File: config.mk
export PLATFORM = sky130hd
export DESIGN_NAME = logic_axi4_lite_bus_arbiter_scheduler
export DESIGN_NICKNAME = d
export VERILOG_FILES = /design/src/rtl/logic_axi4_lite_bus_arbiter_scheduler.sv
export SDC_FILE = /design/constraint.sdc
export NUM_CORES = 1
export LEC_CHECK = 0
export ABC_AREA = 0
export ABC_CLOCK_PERIOD_IN_PS = 1420
export CAP_MARGIN = 20
export CORE_UTILIZATION = 47
export DETAILED_ROUTE_END_ITERATION = 16
export PLACE_DENSITY_LB_ADDON = 0.25
export SLEW_MARGIN = 20
export SYNTH_ARGS = -nofsm -noshare
export SYNTH_HDL_FRONTEND = slang
export SYNTH_HIERARCHICAL = 1
export SYNTH_SLANG_ARGS = --single-unit
File: constraint.sdc
create_clock -name aclk -period 1.42 [get_ports aclk]
set_input_delay 0.142 -clock aclk [delete_from_list [all_inputs] [get_ports aclk]]
set_output_delay 0.142 -clock aclk [all_outputs]
set_load 0.05 [all_outputs]
File: src/rtl/logic_axi4_lite_bus_arbiter_scheduler.sv
// Round-robin write/read grant scheduler for one shared AXI4-Lite bus.
// Latency: request seen in cycle N -> grant in N+1; response done in M -> grant drops in M+1.
// Backpressure: the grant is held until the response handshake (or watchdog) completes.
//
// Ports: aclk/areset_n (async active-low); per direction a request vector, a
// registered one-hot grant and grant id, the shared-bus handshake done strobes,
// and a one-cycle timeout pulse.
// Optional watchdog: define LOGIC_AXI4_LITE_BUS_ARBITER_SCHEDULER_TIMEOUT_EN.

module logic_axi4_lite_bus_arbiter_scheduler_channel #(
    parameter int MASTERS       = 2,
    parameter int MASTERS_WIDTH = 1,
    parameter int TIMEOUT       = 256
) (
    input  logic                     aclk,
    input  logic                     areset_n,
    input  logic [MASTERS-1:0]       request,
    output logic [MASTERS-1:0]       grant,
    output logic [MASTERS_WIDTH-1:0] grant_id,
    input  logic                     address_done,
    input  logic                     data_done,
    input  logic                     response_done,
    output logic                     timeout
);
    typedef enum logic [1:0] {IDLE, ADDRESS, RESPONSE} state_t;

    state_t                     state_q, state_d;
    logic [MASTERS-1:0]         grant_q, grant_d;
    logic [MASTERS_WIDTH-1:0]   id_q, id_d;
    logic [MASTERS_WIDTH-1:0]   ptr_q, ptr_d;
    logic                       aseen_q, aseen_d;
    logic                       dseen_q, dseen_d;
    logic                       pick_vld;
    logic [MASTERS_WIDTH-1:0]   pick_id;
    logic [MASTERS_WIDTH-1:0]   ptr_next;
    logic                       expire;
    int                         j;

    // Walk downward so the lowest offset from the pointer is written last and wins.
    always_comb begin
        pick_vld = 1'b0;
        pick_id  = '0;
        j        = 0;
        for (int i = MASTERS - 1; i >= 0; i--) begin
            j = int'(ptr_q) + i;
            if (j >= MASTERS) j = j - MASTERS;
            if (request[j[MASTERS_WIDTH-1:0]]) begin
                pick_vld = 1'b1;
                pick_id  = j[MASTERS_WIDTH-1:0];
            end
        end
    end

    // With a single master this folds to a constant 0 pointer.
    assign ptr_next = (id_q == MASTERS_WIDTH'(MASTERS - 1)) ? '0 : id_q + 1'b1;

`ifdef LOGIC_AXI4_LITE_BUS_ARBITER_SCHEDULER_TIMEOUT_EN
    localparam int CNT_W = $clog2(TIMEOUT + 1);
    logic [CNT_W-1:0] cnt_q;
    logic             timeout_q;

    // Count of TIMEOUT-1 now means TIMEOUT busy cycles once this edge passes.
    assign expire = (state_q != IDLE) && (cnt_q == CNT_W'(TIMEOUT - 1));

    always_ff @(posedge aclk or negedge areset_n) begin
        if (!areset_n) begin
            cnt_q     <= '0;
            timeout_q <= 1'b0;
        end else begin
            cnt_q     <= (state_q == IDLE) ? '0 : cnt_q + 1'b1;
            // A response completing on the expiry cycle wins over the watchdog.
            timeout_q <= expire && !(state_q == RESPONSE && response_done);
        end
    end
    assign timeout = timeout_q;
`else
    assign expire  = 1'b0;
    assign timeout = 1'b0;
`endif

    always_comb begin
        state_d = state_q;
        grant_d = grant_q;
        id_d    = id_q;
        ptr_d   = ptr_q;
        aseen_d = aseen_q;
        dseen_d = dseen_q;
        case (state_q)
            IDLE: begin
                if (pick_vld) begin
                    state_d          = ADDRESS;
                    grant_d          = '0;
                    grant_d[pick_id] = 1'b1;
                    id_d             = pick_id;
                    aseen_d          = 1'b0;
                    dseen_d          = 1'b0;
                end
            end
            ADDRESS: begin
                if (expire) begin
                    state_d = IDLE;
                    grant_d = '0;
                    ptr_d   = ptr_next;
                    aseen_d = 1'b0;
                    dseen_d = 1'b0;
                end else if ((aseen_q || address_done) && (dseen_q || data_done)) begin
                    state_d = RESPONSE;
                    aseen_d = 1'b0;
                    dseen_d = 1'b0;
                end else begin
                    aseen_d = aseen_q || address_done;
                    dseen_d = dseen_q || data_done;
                end
            end
            RESPONSE: begin
                if (response_done || expire) begin
                    state_d = IDLE;
                    grant_d = '0;
                    ptr_d   = ptr_next;
                end
            end
            default: begin
                state_d = IDLE;
                grant_d = '0;
            end
        endcase
    end

    always_ff @(posedge aclk or negedge areset_n) begin
        if (!areset_n) begin
            state_q <= IDLE;
            grant_q <= '0;
            id_q    <= '0;
            ptr_q   <= '0;
            aseen_q <= 1'b0;
            dseen_q <= 1'b0;
        end else begin
            state_q <= state_d;
            grant_q <= grant_d;
            id_q    <= id_d;
            ptr_q   <= ptr_d;
            aseen_q <= aseen_d;
            dseen_q <= dseen_d;
        end
    end

    assign grant    = grant_q;
    assign grant_id = id_q;
endmodule

module logic_axi4_lite_bus_arbiter_scheduler #(
    parameter int MASTERS       = 2,
    parameter int MASTERS_WIDTH = (MASTERS >= 2) ? $clog2(MASTERS) : 1,
    parameter int TIMEOUT       = 256
) (
    input  logic                     aclk,
    input  logic                     areset_n,
    input  logic [MASTERS-1:0]       write_request,
    output logic [MASTERS-1:0]       write_grant,
    output logic [MASTERS_WIDTH-1:0] write_grant_id,
    input  logic                     write_address_done,
    input  logic                     write_data_done,
    input  logic                     write_response_done,
    output logic                     write_timeout,
    input  logic [MASTERS-1:0]       read_request,
    output logic [MASTERS-1:0]       read_grant,
    output logic [MASTERS_WIDTH-1:0] read_grant_id,
    input  logic                     read_address_done,
    input  logic                     read_response_done,
    output logic                     read_timeout
);
    logic_axi4_lite_bus_arbiter_scheduler_channel #(
        .MASTERS(MASTERS), .MASTERS_WIDTH(MASTERS_WIDTH), .TIMEOUT(TIMEOUT)
    ) u_write (
        .aclk          (aclk),
        .areset_n      (areset_n),
        .request       (write_request),
        .grant         (write_grant),
        .grant_id      (write_grant_id),
        .address_done  (write_address_done),
        .data_done     (write_data_done),
        .response_done (write_response_done),
        .timeout       (write_timeout)
    );

    // Reads have no data phase before the response, so that half of the
    // address-phase join is permanently satisfied.
    logic_axi4_lite_bus_arbiter_scheduler_channel #(
        .MASTERS(MASTERS), .MASTERS_WIDTH(MASTERS_WIDTH), .TIMEOUT(TIMEOUT)
    ) u_read (
        .aclk          (aclk),
        .areset_n      (areset_n),
        .request       (read_request),
        .grant         (read_grant),
        .grant_id      (read_grant_id),
        .address_done  (read_address_done),
        .data_done     (1'b1),
        .response_done (read_response_done),
        .timeout       (read_timeout)
    );
endmodule

* Word level (Yosys, flattened, before mapping)
Cells that the tools add are included.
** Word-level totals
- Logic and storage cells :: 108
- Bits in registers :: 15
- Output and inout bits :: 8
- Input port bits :: 11
** Operators by class
- Equality and inequality tests :: 10
- Magnitude comparators :: 12
- Reduce and logical (&&, ||, !) cells :: 20
- Add/sub/neg operators :: 8
- Bitwise operators :: 2
- Multiplexer cells :: 45
** Operators with widths (count)
- 2-to-1 mux 1 bit :: 28
- case mux 2 bit (3 select lines) :: 4
- 2-to-1 mux 2 bit :: 8
- < comparator 1 x 2 -> 1 bit, second input constant :: 6
- AND reduction 2 bit :: 6
- AND reduction 3 bit :: 4
- != test 2 x 1 -> 1 bit, second input constant :: 4
- case mux 1 bit (2 select lines) :: 3
- adder 1 x 1 -> 2 bit, second input constant :: 2
- equality test 2 x 1 -> 1 bit, second input constant :: 2
- equality test 2 bit, second input constant :: 2
- >= comparator 1 x 2 -> 1 bit, second input constant :: 2
- >= comparator 2 bit, second input constant :: 2
- logical NOT 2 bit :: 2
- != test 2 bit, second input constant :: 2
- nonzero test 2 bit :: 2
- subtractor 1 bit, second input constant :: 4
- logical AND 1 bit :: 3
- logical OR 1 bit :: 3
- adder 1 bit, second input constant :: 2
- demux 1 bit (select 1 bit) :: 2
- >= comparator 1 bit, second input constant :: 2
- NOT 1 bit :: 2

* Longest topological paths before layout
Gate-level depths: netlist of the first run.
- Word-level depth :: 13
- Depth in mapped cells :: 3
- Mapped depth without buffers :: 3

* Hierarchy
Netlist of the first run, hierarchy kept.
** Modules (own cells, without submodules)
- logic_axi4_lite_bus_arbiter_scheduler_channel at u_write :: cells each 41, sequential area each 200.2 um2, times used 1, area an instance 409.1 um2
- logic_axi4_lite_bus_arbiter_scheduler_channel at u_read :: cells each 37, sequential area each 200.2 um2, times used 1, area an instance 380.4 um2
- logic_axi4_lite_bus_arbiter_scheduler :: cells each 1, sequential area each 0.0 um2, times used 1, area an instance 3.8 um2

* Least setup slack after synthesis of the first run
No wires, ideal clock.
- Kind :: register to register
- Start point :: register u_write/grant[0] (netlist name)
- End point :: register u_write.grant_q[0] (netlist: u_write/grant[0])
- Cell stages (with the launch flop) :: 4
- Data arrival time :: 0.979 ns
- Clock period less this slack :: 1.109 ns
- Path slack :: 0.311 ns
- Data required time :: 1.290 ns
- Setup time :: 0.130 ns
- Path buffers :: 0
- Path through :: dfrtp_1 > and3b_1 > a31oi_1 > o21ai_0
** RTL lines
- end signal, assigned :: RTL line 139 : grant_q <= grant_d;
- end, declared :: RTL line 28 : logic [MASTERS-1:0] grant_q, grant_d;

* Worst setup path in the final report of the first run
- Start point :: register u_write.state_q[0]
- End point :: register u_write.grant_q[1] (netlist: u_write/grant[1])
** On the way
- Cells in the longest elaborated chain, start to end :: 3
- Elaborated cells on any way between the ends :: 8
- Classes of those cells :: 4 x eq/ne; 1 x mux; 1 x bitwise; 2 x reduce/logical
** RTL lines
- start, declared :: RTL line 27 : state_t state_q, state_d;
- start signal, assigned :: RTL line 138 : state_q <= state_d;
- equality test 2 bit (tied with other cells) :: RTL line 88 : case (state_q)
- != test 2 bit (no line) (tied with other cells)
- AND reduction 3 bit (no line)
Several ways; a longest one is shown, not always the timed one.
A chain may end at the register's enable or synchronous reset.

==> run summary, run 1 <==
status -> completed
worst clock skew -> 0.004299 ns
Die W -> 43.08 µm
synth cell count leaders -> 16 x dfrtp_1, 8 x nand2_1, 7 x o21ai_0
latest clock arrival within the worst-skew pair -> 0.28 ns
r2r worst-path depth -> 3
Final Routed Wirelength -> 1.414 mm
Synth area leader -> dfrtp_1
grt total ovfl -> 0
final setup fails -> 0
Synth top area share -> 50.47%
Max FO, Critical Path -> 11
Max-Cap Viols -> 0
reg2reg start -> u_write/state_q[0]
Initial Util -> 51.46%
Die ar. -> 0.001856 mm²
Nets -> 111
Critical Path Start Type -> flop
sequential fraction of the synthesis area -> 50.47%
nature of the critical path endpoint -> flop
count leader, synth -> dfrtp_1
maximum root-to-sink buffer count -> 2
Die Y -> 43.08 µm
first-pass GRT wire length -> 2.318 mm
Seq cells post-synth -> 16
Post-Syn Instances -> 79
minimum clock period -> 1.140 ns
Site Rows -> 14
Root Buffer -> clkbuf_4
largest net degree at the start of global routing -> 17
initial antenna violation count -> 0
Synth cell types -> 25
Critical Path RT -> 1.59 ns
fin. max-slew vios -> 0
final core utilization -> 63.96%
Syn-to-layout area delta -> 24.29%
Final ANT Viol Nets -> 0
Synth Flop Type -> dfrtp_1
drt drc -> 0
DR vias -> 636
Clock Sinks -> 16
ratio of cells with drive above 1 in the final layout -> 15.31%
CTS H-tree lvls -> 1
Synth area leaders -> dfrtp_1 50%, o21ai_0 4.4%, o2bb2ai_1 4.4%
Fin. Hold Viols -> 0
Worst R2R End -> u_write/grant[1]
worst vdd ir -> 1.082 mV
Netlist Area Pre-Place -> 793.3 µm²
Initial DRC Count -> 6
RePlAce Congestion -> 0.7829
Hold-fix buffers, CTS -> 0
YS warnings -> 6
total CTS buffers -> 3
total power -> 2176 µW
Worst Hold Class -> primary input to async pin
clk slew on worst S/H paths -> 0.09 ns
WL/cell -> 12.40 µm
Ports -> 19
post-DR vias/cell -> 5.579
CP arrival -> 1.31 ns
HPWL Detailed -> 1.045 mm
Core Box Area -> 0.001541 mm²
CTS tree -> done
Post-synth EDFFs -> 0
syn avg cell area -> 10.04 µm²
Port Buffers -> 16
drt pass-1 iters -> 4
Setup Buffers After CTS -> 0
TNS Setup -> 0 ns
pwr dens -> 2207 mW/mm²
number of global-route vias before repair -> 540
Period Utilization, post-route -> 80.25%
CTS resizes -> 0
antenna cells -> 0
async set-reset flop share out of synthesis -> 100.0%
unrepaired setup endpoints after global routing -> no
Setup CP Type -> flop to flop
Fmax achieved -> 877.5 MHz
total global-route track usage -> 17.40%
leakage -> 0.0004358 µW
Worst R2R Setup Slack -> 0.28 ns
==> worst max-delay path, stage by stage, from the launching register on <==
cell and delay [ns]:
dfrtp_1 0.56, nor2_1 0.10, and3_1 0.20, a31o_1 0.18
==> through the flow <==
stage	std cells	setup WS (ns)	hold slack [ns]	area, µm²
global placement	111	0.1396	0.4818	963.4
detailed placement	111	0.1379	0.4842	963.4
CTS	114	0.2780	0.1718	985.9
floorplan	81	0.3105	-0.1536	800.8
global route	114	0.1862	0.1737	985.9
finish	114	0.2804	0.1780	985.9
==> cell usage in the layout (no fill, tap or decap), drive strengths merged <==
master	Yosys	routed
o22ai	2	2
a31oi	1	1
nand2b	3	3
or2b	1	1
clkbuf	0	3
o221ai	2	2
conb	3	5
a21oi	4	4
dfrtp	16	16
nand2	8	8
clkdlybuf4s50	0	10
nor2	7	7
a31o	3	3
o2bb2ai	4	4
o21ai	7	7
o211ai	1	1
inv	2	2
and3	3	3
and3b	1	1
nand3b	1	1
buf	3	7
o31ai	3	3
nor2b	2	2
a21o	2	2
==> per-layer routing <==
layer / GRT usage (%) / share of wire [%] / routed length [µm]
met5: 0 / 0 / 0
met4: 9.091 / 0 / 0
met3: 5.106 / 3.0 / 43
met2: 23.88 / 46 / 653
met1: 24.52 / 51 / 717
==> logic make-up after synthesis <==
kind of cell	share of synthesized area, %
other cells	1.419
buf+inv	3.786
flops	50.47
simple gates	17.35
compound gates	26.97
==> how the worst max path moves through the flow <==
stage                  startpoint               end  slack [ns]  cells past startpoint
6_report       u_write/state_q[0]  u_write/grant[1]        0.28                      3
3_5_place_dp     write_request[0]  u_write/grant_id        0.14                      4
5_1_grt        u_write/state_q[0]  u_write/grant[1]        0.19                      3
3_3_place_gp     write_request[0]  u_write/grant_id        0.14                      4
2_1_floorplan    u_write/grant[0]  u_write/grant[0]        0.31                      3
4_1_cts        u_write/state_q[0]  u_write/grant[1]        0.28                      3
==> power by group <==
part	total, µW	switching (µW)	internal [µW]
combinational	1010	576	438
clock	233	134	98.3
sequential	930	255	675
total	2180	965	1210
==> final cells by class <==
| type | count | area (µm²) |
|---|---|---|
| fill | 146 | 555.5 |
| sequential | 16 | 400.4 |
| multi-input combinational | 60 | 370.4 |
| timing repair buffer | 17 | 165.2 |
| clock buffer | 3 | 22.52 |
| tap | 16 | 20.02 |
| inverter | 2 | 7.507 |
==> flip-flops by register name, summed over array words and instances, names as in the netlist <==
register	count
u_write/aseen_q	1
u_write/grant	2
u_write/ptr_q	1
u_read/state_q	2
u_write/state_q	2
u_write/dseen_q	1
u_read/grant	2
u_read/aseen_q	1
u_write/grant_id	1
u_read/dseen_q	1
u_read/grant_id	1
u_read/ptr_q	1
No activity file was read; power rests on OpenSTA's default activity.
==> inputs of run 2 (changes only) <==
--- a/config.mk
+++ b/config.mk
@@ -6,7 +6,7 @@
 export NUM_CORES = 1
 export LEC_CHECK = 0
 export ABC_AREA = 0
-export ABC_CLOCK_PERIOD_IN_PS = 1420
+export ABC_CLOCK_PERIOD_IN_PS = 1200
 export CAP_MARGIN = 20
 export CORE_UTILIZATION = 47
 export DETAILED_ROUTE_END_ITERATION = 16
==> constraint.sdc (replaced) <==
create_clock -name aclk -period 1.2 [get_ports aclk]
set_input_delay 0.12 -clock aclk [delete_from_list [all_inputs] [get_ports aclk]]
set_output_delay 0.12 -clock aclk [all_outputs]
set_load 0.05 [all_outputs]
==> run 2 against run 1 <==
  * Die area stayed put
  * Worst setup slack worse by 0.20 ns
  * Maximum frequency increased by 1.7%
  * Critical endpoint is now u_read/grant[1]
==> run summary, run 2 (synthesis gave the netlist of run 1 again) <==
status -> completed
Initial DRC Count -> 23 (+17)
largest net degree at the start of global routing -> 17 (unchanged)
final setup fails -> 0 (unchanged)
Initial Util -> 51.46% (unchanged)
Die W -> 43.08 µm (unchanged)
Worst Hold Class -> primary input to async pin
nature of the critical path endpoint -> flop
DR vias -> 659 (+3.6%)
Hold-fix buffers, CTS -> 0 (unchanged)
WL/cell -> 12.30 µm (-0.85%)
total CTS buffers -> 3 (unchanged)
TNS Setup -> 0 ns (unchanged)
post-DR vias/cell -> 5.446 (-2.4%)
Ports -> 19 (unchanged)
Critical Path RT -> 1.39 ns (-0.20 ns)
Core Box Area -> 0.001541 mm² (unchanged)
Site Rows -> 14 (unchanged)
total power -> 2975 µW (+37%)
Filler cells -> 113 (-23%)
CP arrival -> 1.31 ns (about the same)
Fin. Hold Viols -> 0 (unchanged)
Nets -> 117 (+5.4%)
unrepaired setup endpoints after global routing -> no
Die Y -> 43.08 µm (unchanged)
total global-route track usage -> 18.95% (+1.6 points)
Syn-to-layout area delta -> 39.90%
antenna cells -> 0 (unchanged)
maximum root-to-sink buffer count -> 2 (unchanged)
CTS H-tree lvls -> 1 (unchanged)
Period Utilization, post-route -> 93.42% (+13 points)
CTS tree -> done
latest clock arrival within the worst-skew pair -> 0.29 ns (about the same)
Critical Path Start Type -> flop
Port Buffers -> 16 (unchanged)
fin. max-slew vios -> 0 (unchanged)
drt drc -> 0 (unchanged)
ratio of cells with drive above 1 in the final layout -> 22.86% (+7.6 points)
Fmax achieved -> 892.1 MHz (+1.7%)
RePlAce Congestion -> 0.7978 (+1.9%)
grt total ovfl -> 0 (unchanged)
worst vdd ir -> 1.491 mV (+38%)
initial antenna violation count -> 0 (unchanged)
first-pass GRT wire length -> 2.573 mm (+11%)
drt pass-1 iters -> 4 (unchanged)
Setup CP Type -> flop to flop
worst clock skew -> 0.006187 ns (+0.001888 ns)
Final ANT Viol Nets -> 0 (unchanged)
Max FO, Critical Path -> 8 (-3)
Max-Cap Viols -> 0 (unchanged)
minimum clock period -> 1.121 ns (-0.01857 ns)
Final Routed Wirelength -> 1.488 mm (+5.2%)
HPWL Detailed -> 1.132 mm (+8.4%)
pwr dens -> 2681 mW/mm² (+21%)
commonest non-fill, non-tap cell in the layout -> dfrtp_1
number of global-route vias before repair -> 630 (+17%)
clk slew on worst S/H paths -> 0.09 ns (about the same)
Root Buffer -> clkbuf_4
commonest non-fill, non-tap cells in the layout -> 14 x dfrtp_1, 10 x clkdlybuf4s50_1, 8 x nand2_1, 7 x buf_4, 7 x o21ai_0
Die ar. -> 0.001856 mm² (unchanged)
Clock Sinks -> 16 (unchanged)
leakage -> 0.0004885 µW (+12%)
run 2: changes by cell type in the layout (fill, tap and decap cells not counted), sizes merged:
cell	change
clkbuf	+1
buf	+6
run 2: critical path: stages, from the launching register on:
cell and delay (ns):
dfrtp_1 0.47, nor2_2 0.15, o21ai_0 0.16, a31o_1 0.25
run 2: per-layer routing:
layer,up-vias,GRT usage [%],part of all wire [%]
met1,301,23.35,48
met3,2,8.085,6.0
li1,331,-,-
met5,-,0,0
met4,0,8.485,0.40
met2,25,28.66,46
run 2: repair_timing:
item / in CTS / in global routing
gates resized for setup: 0 / 2
endpoints found under the setup margin: 0 / 2
buffers inserted: 0 / 1
run 2: final cells by class:
class	instances	area (µm²)	share of cell area, %
multi-input cells	60	370.4	33.37
inverters	2	7.507	0.6764
flip-flops and latches	16	402.9	36.30
repair buffers	23	272.8	24.58
well taps	16	20.02	1.804
clock buffers	4	36.28	3.269
run 2: metrics by stage:
| step | instance area (µm²) | setup slack, ns | utilization [%] | instances | hold slack [ns] |
|---|---|---|---|---|---|
| 6_report | 1110 | 0.07899 | 72.00 | 121 | 0.1352 |
| 5_1_grt | 1110 | 0.01707 | 72.00 | 121 | 0.1390 |
| 4_1_cts | 1100 | 0.06397 | 71.35 | 120 | 0.1315 |
| 3_5_place_dp | 1064 | -0.02360 | 68.99 | 116 | 0.4528 |
| 3_3_place_gp | 1064 | -0.01141 | 68.99 | 116 | 0.4590 |
| 2_1_floorplan | 800.8 | 0.09051 | - | 81 | -0.1756 |
run 2: path summary, 6_finish.rpt:
check,depth (start not counted),to,slack [ns],startpoint
max,3,u_read/grant[1],0.08,u_read/state_q[0]
min,2,u_write/grant_id,0.14,areset_n
max reg2reg,3,u_read/grant[1],0.08,u_read/state_q[0]
min reg2reg,1,u_write/ptr_q,0.51,u_write/state_q[0]
max in group asynchronous,2,u_write/state_q[1],0.87,areset_n
min in group aclk,2,u_read/state_q[1],0.45,read_response_done
run 2: power by group:
part | switching [µW] | total, µW | internal [µW]
combinational | 747 | 1510 | 763
sequential | 312 | 1120 | 806
clock | 162 | 347 | 185
total | 1220 | 2980 | 1750
==> inputs of run 3 (changes only) <==
--- a/config.mk
+++ b/config.mk
@@ -8,7 +8,8 @@
 export ABC_AREA = 0
 export ABC_CLOCK_PERIOD_IN_PS = 1200
 export CAP_MARGIN = 20
-export CORE_UTILIZATION = 47
+export CORE_UTILIZATION = 50
+export CTS_BUF_LIST = sky130_fd_sc_hd__clkbuf_4
 export DETAILED_ROUTE_END_ITERATION = 16
 export PLACE_DENSITY_LB_ADDON = 0.25
 export SLEW_MARGIN = 20
==> run 3 against run 2 <==
  * Non-clock buffer count fell by 1
  * Sequential power barely moved
  * Count of clock-buffer cells in the layout fell by 1
  * Worst setup slack improved by 0.033 ns
  * Maximum frequency rose by 3.0%
  * Final cell count fell by 0.83%
  * Total power fell by 2.9%
  * Core utilization rose by 1.3 points
  * Final area fell by 1.7%
  * Combinational power barely moved
==> run summary, run 3 (synthesis gave the netlist of run 1 again) <==
total CTS buffers -> 3 (unchanged)
Post-Place Cells -> 116 (unchanged)
pre-CTS WS -> -0.009058 ns (+0.01454 ns)
first-pass GRT wire length -> 2.691 mm (+4.6%)
DR vias -> 640 (-2.9%)
fin. max-slew vios -> 0 (unchanged)
Clock Sinks -> 16 (unchanged)
Period Utilization, post-route -> 90.68% (-2.7 points)
worst vdd ir -> 1.839 mV (+23%)
Post-Place Cell Area -> 0.001064 mm² (unchanged)
final instance count without filler cells -> 120 (-0.83%)
Core Box Area -> 0.001489 mm² (-3.4%)
Final Routed Wirelength -> 1.392 mm (-6.5%)
Ports -> 19 (unchanged)
worst hold slack -> 0.1425 ns (+0.007222 ns)
post-DR vias/cell -> 5.333 (-2.1%)
antenna cells -> 0 (unchanged)
minimum clock period -> 1.088 ns (-0.03284 ns)
leakage -> 0.0004794 µW (-1.8%)
post-route cell area -> 0.001091 mm² (-1.7%)
unrepaired setup endpoints after global routing -> no
largest net degree at the start of global routing -> 17 (unchanged)
CTS H-tree lvls -> 1 (unchanged)
Die ar. -> 0.001750 mm² (-5.7%)
Syn-to-layout area delta -> 37.54%
HPWL Detailed -> 1.117 mm (-1.3%)
ratio of cells with drive above 1 in the final layout -> 20.19% (-2.7 points)
commonest non-fill, non-tap cells in the layout -> 15 x dfrtp_1, 10 x clkdlybuf4s50_1, 8 x nand2_1
initial antenna violation count -> 0 (unchanged)
CTS tree -> done
status -> completed
grt total ovfl -> 0 (unchanged)
Critical Path RT -> 1.41 ns (+0.02 ns)
drt drc -> 0 (unchanged)
Slowest-stage cell, CP -> dfrtp_1
Root Buffer -> clkbuf_4
pwr dens -> 2647 mW/mm² (-1.2%)
critical path buffer and inverter count -> 1 (+1)
Final ANT Viol Nets -> 0 (unchanged)
Worst Hold Class -> primary input to async pin
drt pass-1 iters -> 4 (unchanged)
Setup CP Type -> flop to flop
Initial DRC Count -> 12 (-48%)
Worst path top cell family by delay -> flip-flops
Fmax achieved -> 919.0 MHz (+3.0%)
commonest non-fill, non-tap cell in the layout -> dfrtp_1
maximum root-to-sink buffer count -> 2 (unchanged)
latest clock arrival within the worst-skew pair -> 0.28 ns (about the same)
CP arrival -> 1.30 ns (about the same)
Max-Cap Viols -> 0 (unchanged)
Die Y -> 41.83 µm (-2.9%)
Hold-fix buffers, CTS -> 0 (unchanged)
Final WS setup -> 0.1118 ns (+0.03284 ns)
Fin. Hold Viols -> 0 (unchanged)
RePlAce Congestion -> 0.7381 (-7.5%)
nature of the critical path endpoint -> flop
cells along the critical path -> buf_4, o31ai_4, o2bb2ai_1
Critical Path Start Type -> flop
worst clock skew -> 0.001723 ns (-0.004464 ns)
Port Buffers -> 16 (unchanged)
Nets -> 116 (-0.85%)
Site Rows -> 14 (unchanged)
final setup fails -> 0 (unchanged)
Initial Util -> 53.28% (+1.8 points)
Die W -> 41.83 µm (-2.9%)
WL/cell -> 11.60 µm (-5.7%)
Max FO, Critical Path -> 6 (-2)
total global-route track usage -> 20.57% (+1.6 points)
number of global-route vias before repair -> 617 (-2.1%)
CP peak stage delay -> 0.44 ns (-0.03 ns)
clk slew on worst S/H paths -> 0.09 ns (about the same)
run 3: cell types whose count changed in the layout (fill, tap and decap cells not counted), sizes merged:
cell / change
buf: -1
clkbuf: -1
clkinv: +1
run 3: report_power, final:
part / total (µW) / leakage [µW] / switching, µW / internal [µW]
Sequential: 1110 / 0.000202 / 309 / 803
Combinational: 1500 / 0.000262 / 736 / 762
Clock: 279 / 0.0000154 / 158 / 121
run 3: worst paths after layout:
check | startpoint | to | slack, ns | depth (start not counted)
setup / recovery | u_write/state_q[0] | u_write/dseen_q | 0.11 | 3
hold / removal | areset_n | u_write/grant[1] | 0.14 | 2
setup reg to reg | u_write/state_q[0] | u_write/dseen_q | 0.11 | 3
hold reg to reg | u_read/ptr_q | u_read/ptr_q | 0.50 | 2
max in group asynchronous | areset_n | u_read/state_q[0] | 0.87 | 2
min in group aclk | read_response_done | u_read/state_q[1] | 0.45 | 2
run 3: worst reg2reg max path: stages (launching register included):
cell and delay, ns:
dfrtp_1 0.44, buf_4 0.18, o31ai_4 0.25, o2bb2ai_1 0.14
run 3: metrics by stage:
stage	util (%)	power (µW)	setup TNS, ns
2_1_floorplan	-	1944	0
5_1_grt	73.28	3129	0
4_1_cts	73.19	2905	0
3_3_place_gp	71.43	2576	0
3_5_place_dp	71.43	2622	-0.009058
6_report	73.28	2888	0
run 3: metal layers:
metal  up-vias  track usage (%)  routed length, µm
met3         2            2.609                 52
met4         0            11.61                 14
met2        13            30.63                669
li1        331                -                  -
met5         -                0                  0
met1       294            29.07                656
run 3: area by class of cell:
class	instances	area [µm²]
clock buffer	3	22.52
clock inverter	1	3.754
fill	114	397.9
inverter	2	7.507
multi-input combinational	60	370.4
sequential	16	401.6
tap	16	20.02
timing repair buffer	22	265.3
run 3: what timing repair did:
action	CTS	global route
setup buffers	0	0
gates resized for setup	0	2
setup endpoints to repair	0	3
